===== src/rtl/mmio_timer_slave.sv =====
// Memory-mapped prescaled 32-bit timer with compare match, overflow flag and level irq.
// Optional PWM output and DUTY register are built when MMIO_TIMER_PWM_EN is defined.
module mmio_timer_slave #(
    parameter int unsigned DATA_WIDTH    = 32,
    parameter int unsigned ADDR_WIDTH    = 7,
    parameter logic [31:0] RESET_COMPARE = 32'hFFFF_FFFF
) (
    input  logic                  clk,
    input  logic                  rst,
    input  logic [DATA_WIDTH-1:0] wd,
    input  logic [ADDR_WIDTH-1:0] address,
    input  logic                  we,
    input  logic                  re,
    output logic [DATA_WIDTH-1:0] rd,
    output logic                  irq,
    output logic                  pwm_o
);

    localparam int unsigned PSC_W      = 8;
    localparam logic [2:0] IDX_CTRL    = 3'd0;
    localparam logic [2:0] IDX_COUNT   = 3'd1;
    localparam logic [2:0] IDX_COMPARE = 3'd2;
    localparam logic [2:0] IDX_STATUS  = 3'd3;
    localparam logic [2:0] IDX_DUTY    = 3'd4;

    logic                  r_en;
    logic                  r_auto;
    logic                  r_irq_en;
    logic [PSC_W-1:0]      r_prescale;
    logic [PSC_W-1:0]      r_psc;
    logic [DATA_WIDTH-1:0] r_count;
    logic [DATA_WIDTH-1:0] r_compare;
    logic                  r_match;
    logic                  r_ovf;
    logic                  r_irq;

    logic [2:0] w_idx;
    logic       w_wr_ctrl;
    logic       w_wr_count;
    logic       w_wr_compare;
    logic       w_wr_status;
    logic       w_tick;
    logic       w_hit;
    logic       w_set_match;
    logic       w_set_ovf;
    logic       w_unused_addr;

    assign w_idx         = address[4:2];
    assign w_unused_addr = ^{address[ADDR_WIDTH-1:5], address[1:0]};
    assign w_wr_ctrl     = we & (w_idx == IDX_CTRL);
    assign w_wr_count    = we & (w_idx == IDX_COUNT);
    assign w_wr_compare  = we & (w_idx == IDX_COMPARE);
    assign w_wr_status   = we & (w_idx == IDX_STATUS);

    // A CPU write to COUNT pre-empts both the increment and the match/overflow evaluation.
    assign w_tick      = r_en & (r_psc == r_prescale);
    assign w_hit       = (r_count == r_compare);
    assign w_set_match = w_tick & ~w_wr_count & w_hit;
    assign w_set_ovf   = w_tick & ~w_wr_count & (&r_count) & ~(r_auto & w_hit);

    always_ff @(posedge clk) begin
        if (rst) begin
            r_en       <= 1'b0;
            r_auto     <= 1'b0;
            r_irq_en   <= 1'b0;
            r_prescale <= '0;
            r_psc      <= '0;
            r_count    <= '0;
            r_compare  <= DATA_WIDTH'(RESET_COMPARE);
            r_match    <= 1'b0;
            r_ovf      <= 1'b0;
            r_irq      <= 1'b0;
        end else begin
            if (w_wr_ctrl) begin
                r_en       <= wd[0];
                r_auto     <= wd[1];
                r_irq_en   <= wd[2];
                r_prescale <= wd[15:8];
            end
            // Prescaler is not cleared on PRESCALE writes; an overshoot wraps through 8'hFF.
            if (!r_en || w_tick) begin
                r_psc <= '0;
            end else begin
                r_psc <= r_psc + PSC_W'(1);
            end
            if (w_wr_count) begin
                r_count <= wd;
            end else if (w_tick) begin
                r_count <= (r_auto && w_hit) ? '0 : r_count + DATA_WIDTH'(1);
            end
            if (w_wr_compare) begin
                r_compare <= wd;
            end
            // Hardware set beats a same-cycle write-1-to-clear.
            r_match <= (r_match & ~(w_wr_status & wd[0])) | w_set_match;
            r_ovf   <= (r_ovf   & ~(w_wr_status & wd[1])) | w_set_ovf;
            r_irq   <= r_irq_en & r_match;
        end
    end

    assign irq = r_irq;

`ifdef MMIO_TIMER_PWM_EN
    logic [DATA_WIDTH-1:0] r_duty;
    logic                  r_pwm;

    always_ff @(posedge clk) begin
        if (rst) begin
            r_duty <= '0;
            r_pwm  <= 1'b0;
        end else begin
            if (we && (w_idx == IDX_DUTY)) begin
                r_duty <= wd;
            end
            r_pwm <= r_en & (r_count < r_duty);
        end
    end

    assign pwm_o = r_pwm;
`else
    assign pwm_o = 1'b0;
`endif

    // Zero-latency read mux; shows pre-edge contents even when a write is in flight.
    always_comb begin
        rd = '0;
        if (re) begin
            case (w_idx)
                IDX_CTRL:    rd = DATA_WIDTH'({16'h0, r_prescale, 5'h0, r_irq_en, r_auto, r_en});
                IDX_COUNT:   rd = r_count;
                IDX_COMPARE: rd = r_compare;
                IDX_STATUS:  rd = DATA_WIDTH'({r_ovf, r_match});
`ifdef MMIO_TIMER_PWM_EN
                IDX_DUTY:    rd = r_duty;
`endif
                default:     rd = '0;
            endcase
        end
    end

endmodule

===== config.mk =====
export PLATFORM = sky130hd
export DESIGN_NAME = mmio_timer_slave
export DESIGN_NICKNAME = d
export VERILOG_FILES = /design/src/rtl/mmio_timer_slave.sv
export SDC_FILE = /design/constraint.sdc
export NUM_CORES = 1
export LEC_CHECK = 0
export CORE_ASPECT_RATIO = 0.5
export CORE_MARGIN = 5
export CORE_UTILIZATION = 32
export CTS_CLUSTER_SIZE = 25
export DETAILED_ROUTE_END_ITERATION = 12
export PLACE_DENSITY_LB_ADDON = 0.25
export SKIP_CTS_REPAIR_TIMING = 1
export SLEW_MARGIN = 30
export SYNTH_ARGS = -nofsm -noshare
export SYNTH_HDL_FRONTEND = slang
export SYNTH_SLANG_ARGS = --single-unit

===== constraint.sdc =====
create_clock -name clk -period 2.6 [get_ports clk]
set_input_delay 0.52 -clock clk [delete_from_list [all_inputs] [get_ports clk]]
set_output_delay 0.52 -clock clk [all_outputs]
set_load 0.01 [all_outputs]

## After elaboration in Yosys (flattened, before gate mapping)

Cells that the tools add are included.

- Bits in registers: 86
- Latch bits: 0
- Memory bits (writable): 0
- ROM bits: 0
- Input bits: 43
- Output and inout port bits: 34
- Word-level logic and storage cells: 50
- Memories: 0

- $add $sub $neg: 2
- Multiply operators: 0
- Div/mod/pow operators: 0
- Magnitude comparators: 0
- Eq/ne operators: 5
- Shifts and indexed selects: 0
- Mux-type cells: 5
- Bitwise operators: 21
- Reductions and logical operators: 7

Operators by type and width:

| cell | number |
|---|---|
| $mux 32 | 4 |
| $pmux 32 s4 | 1 |
| $add 32x1->32 const B | 1 |
| $eq 32x32->1 | 1 |
| $reduce_and 32->1 | 1 |
| $and 1x1->1 | 15 |
| $add 8x1->8 const B | 1 |
| $eq 8x8->1 | 1 |
| $eq 3x2->1 const B | 2 |
| $not 1->1 | 4 |
| $eq 3x1->1 const B | 1 |
| $logic_not 3->1 | 1 |
| $or 1x1->1 | 2 |
| $reduce_bool 2->1 | 1 |
| $reduce_or 2->1 | 1 |
| $logic_and 1x1->1 | 1 |
| $logic_not 1->1 | 1 |
| $logic_or 1x1->1 | 1 |

## Longest topological paths before layout

- Depth after elaboration: 7
- Gate-level depth with buffers: 9

## Worst setup path before layout

OpenSTA, ideal clock, no wires.

- Path type: in2out
- Start point: input address[3]
- End point: output rd[16]
- Arrival: 1,717 ps
- Data required time: 2,080 ps
- Slack: 363 ps
- Stages: 7
- Buffers on the path: 3
- Cell sequence: buf_4 nor2b_1 buf_2 and2b_1 buf_1 a22oi_1 nor2_1

- Word-level cells in the longest chain between the ends: 3
- Elaborated cells between the ends (all ways): 6
- Classes of those cells: eq/ne: 3; mux: 2; reduce/logical: 1

RTL lines:

| element | line | text |
|---|---|---|
| start: declaration | 11 | `input logic [ADDR_WIDTH-1:0] address,` |
| $eq 3x2->1, or another cell as far along | 128 | `case (w_idx)` |
| $pmux 32 s4 * | 128 |  |
| $mux 32 * | 127 | `if (re) begin` |
| end: declaration | 14 | `output logic [DATA_WIDTH-1:0] rd,` |

Mark *: on every way between the ends. The rest lies on a longest branch, timed or not.

## Final worst setup path

- Start point: input address[3]
- End point: output rd[7]

Same word-level chain as after synthesis.

==> qor.yml <==
floorplanning:
  start_util_pct: 32.6
  num_rows: 33
  dieWidth_microns: 193
  fp.dieH_microns: 101
  fp.dieArea_sq_mm: 0.0196
  io_pins: 77
  core_area_sq_mm: 0.0164
layout:
  layout.nets: 785
  insertedDiodeCount: 0
  instances_no_fill: 972
  design_area_sq_mm: 0.00681
  syn_to_final_growth_pct: 27.3
  layout-drive-gt1-share_pct: 10.7
  fillers: 1681
setup_path:
  crit_fanout: 23
  crit_required_ns: 2.08
  critPathCaptureType: "output pin"
  r2r.worst_path.cells: 7
  crit_type: "input port to output pin"
  critical_path.startpoint_type: "input port"
  critPathArrivalTime_ns: 1.98
synth:
  syn-num-nets: 728
  ys_seq_elements: 86
  synth_top_family_by_area: "simple AND/OR/NAND/NOR gates"
  synth_seq_area_share_pct: 32.2
  yosysWarnings: 0
  synth.avg_cell_area_sq_um: 7.84
  synth_compound_area_share_pct: 17.2
  synthTopCellsByArea: "dfxtp_1, nand2_1, a22oi_1"
  synth_top_area_cell: "dfxtp_1"
  post_synth_and_or_nand_nor_area_fraction_pct: 31.2
  synth_edf_count: 0
  synth_top_area_share_pct: 32.2
  yosys.area_share.xor_xnor_pct: 9.17
  syn_area_sq_mm: 0.00535
  synthMuxAreaShare_pct: 2.71
  syn_inst: 683
  synth_fa_ha_area_share_pct: 0.468
  async_reset_ff_share_pct: 0
  yosys.cell_types.count: 57
  synth_flop_cell: "dfxtp_1"
route:
  wl_microns: 16900
  drc: 0
  first_iter_violations: 428
  drtPass1Iterations: 5
  viasPerCell: 5.29
  ant_nets: 0
  vias: 5140
  wl_per_cell_microns: 17.4
global_routing:
  track_usage_pct: 17.0
  antenna_found_initial: 0
  grt_pass1_vias: 4784
  grt_overflow: 0
  grt_first_pass_wirelength_microns: 26400
  grt_max_degree: 34
timing:
  finClkSkew_ns: 0.00805
  setup_viol: 0
  fmax_mhz: 400
  finalSetupTns_ns: 0
  rsz0062_at_grt: "false"
  worst_pin_slew_ns: 0.527
  final.period_utilization_pct: 96.2
  layout_setup_ws_ns: 0.0994
  hold_viol: 0
  slew_headroom_pct: 64.7
  maxSlewViolCount: 0
  period_needed_ns: 2.50
placement:
  place_area_sq_mm: 0.00637
  gp_congestion: 0.854
  dp_cells: 954
  dpl_worst_slack_ns: -0.300
  dp_hpwl_microns: 12100
  portBuffers: 71
clock_tree:
  insertion_delay_ns: 0.34
  cts_tree: "done"
  cts_sinks: 86
  ctsRootBufferMaster: "clkbuf_16"
  clk_pin_slew_ns: 0.06
  htree_levels: 3
  cts_made_buffers: 9
  clk_path_buf_depth: 2
hold_path:
  hold_depth: 2
  hp-class: "flop to flop"
job:
  drv_cap: 0
pwr:
  power.leakage_nw: 3.04
  ir_worst_vdd_mv: 0.314
  powerDensity_mw_per_mm2: 467
status:
  status: "finished, final reports clean"
-- final timing paths --
path / startpoint / end / slack, ns
min reg2reg: r_ovf / r_ovf / 0.46
min: r_ovf / r_ovf / 0.46
max reg2reg: r_count[1] / r_count[22] / 0.27
max: address[3] / rd[7] / 0.1
-- power breakdown --
part	leakage [nW]	total, mW	internal, mW	switching [mW]
sequential	0.698	1.39	1.35	0.0409
clock	0.150	1.41	0.870	0.535
combinational	2.19	0.387	0.190	0.197
-- metal layers --
layer	wire, microns	part of all wire [%]	global-route usage, %	vias up
met3	935	5.5	3.72	19
met1	8400	50	24.5	2494
li1	-	-	-	2506
met5	0	0	0	-
met4	192	1.1	3.94	0
met2	7370	44	26.0	121
-- layout make-up --
cell class                      count  area, sq um  share of cell area, %
Sequential cell                    86         1720                   25.3
Clock buffer                       13          250                   3.67
Timing Repair Buffer              115         1200                   17.6
Clock inverter                      3         67.6                  0.992
Multi-Input combinational cell    524         3270                   48.0
Tap cell                          227          284                   4.17
Inverter                            4         15.0                  0.220
-- cell families (layout without fill, tap and decap cells) --
family	Yosys count	after routing
flip-flops	86	86
buffers and inverters	73	135
adder cells (fa/ha/maj)	2	2
other	1	1
AND/OR/NAND/NOR	320	320
multiplexers	12	12
AO/OA/AOI/OAI	136	136
XOR/XNOR	53	53
-- cells in the mapped netlist, drive strengths merged (4+ instances only) --
| cell type | n |
|---|---|
| nand2 | 111 |
| dfxtp | 86 |
| nor2 | 64 |
| a21oi | 52 |
| a22oi | 47 |
| xnor2 | 40 |
| buf | 36 |
| clkbuf | 33 |
| nand3b | 32 |
| nand3 | 23 |
| nand4 | 23 |
| nor3 | 15 |
| o21ai | 14 |
| and3 | 13 |
| xor2 | 13 |
| and2 | 10 |
| mux2i | 10 |
| nor4 | 10 |
| nor2b | 8 |
| o211ai | 7 |
| inv | 4 |
-- cells in the final DEF, fill, tap and decap left out, drive strengths merged, types with 14 or more instances in the layout --
master	netlist	final
nand3	23	23
clkdlybuf4s50	0	36
a22oi	47	47
o21ai	14	14
dlymetal6s2s	0	34
nand2	111	111
buf	36	45
nor3	15	15
nand4	23	23
nand3b	32	32
xnor2	40	40
a21oi	52	52
dfxtp	86	86
nor2	64	64
-- stage by stage --
step	hold WS (ns)	utilization (%)	total power, mW
4_1_cts	0.456	40.8	3.20
3_5_place_dp	0.446	38.9	1.80
5_1_grt	0.483	41.6	3.30
2_1_floorplan	0.422	-	1.62
3_3_place_gp	0.439	38.9	1.80
6_report	0.459	41.6	3.18
-- state kept, by name, summed over array words and instances (netlist names) --
name / count
r_en: 1
r_ovf: 1
r_psc: 8
r_count: 32
r_auto: 1
irq: 1
r_compare: 32
r_prescale: 8
r_irq_en: 1
r_match: 1
-- worst max-delay path: stages --
cell,delay [ns]
clkdlybuf4s50_1,0.43
nor2b_2,0.17
and2b_1,0.19
buf_12,0.16
a22oi_1,0.25
nor2_1,0.07
dlymetal6s2s_1,0.17
No activity file was read; power rests on OpenSTA's default activity.
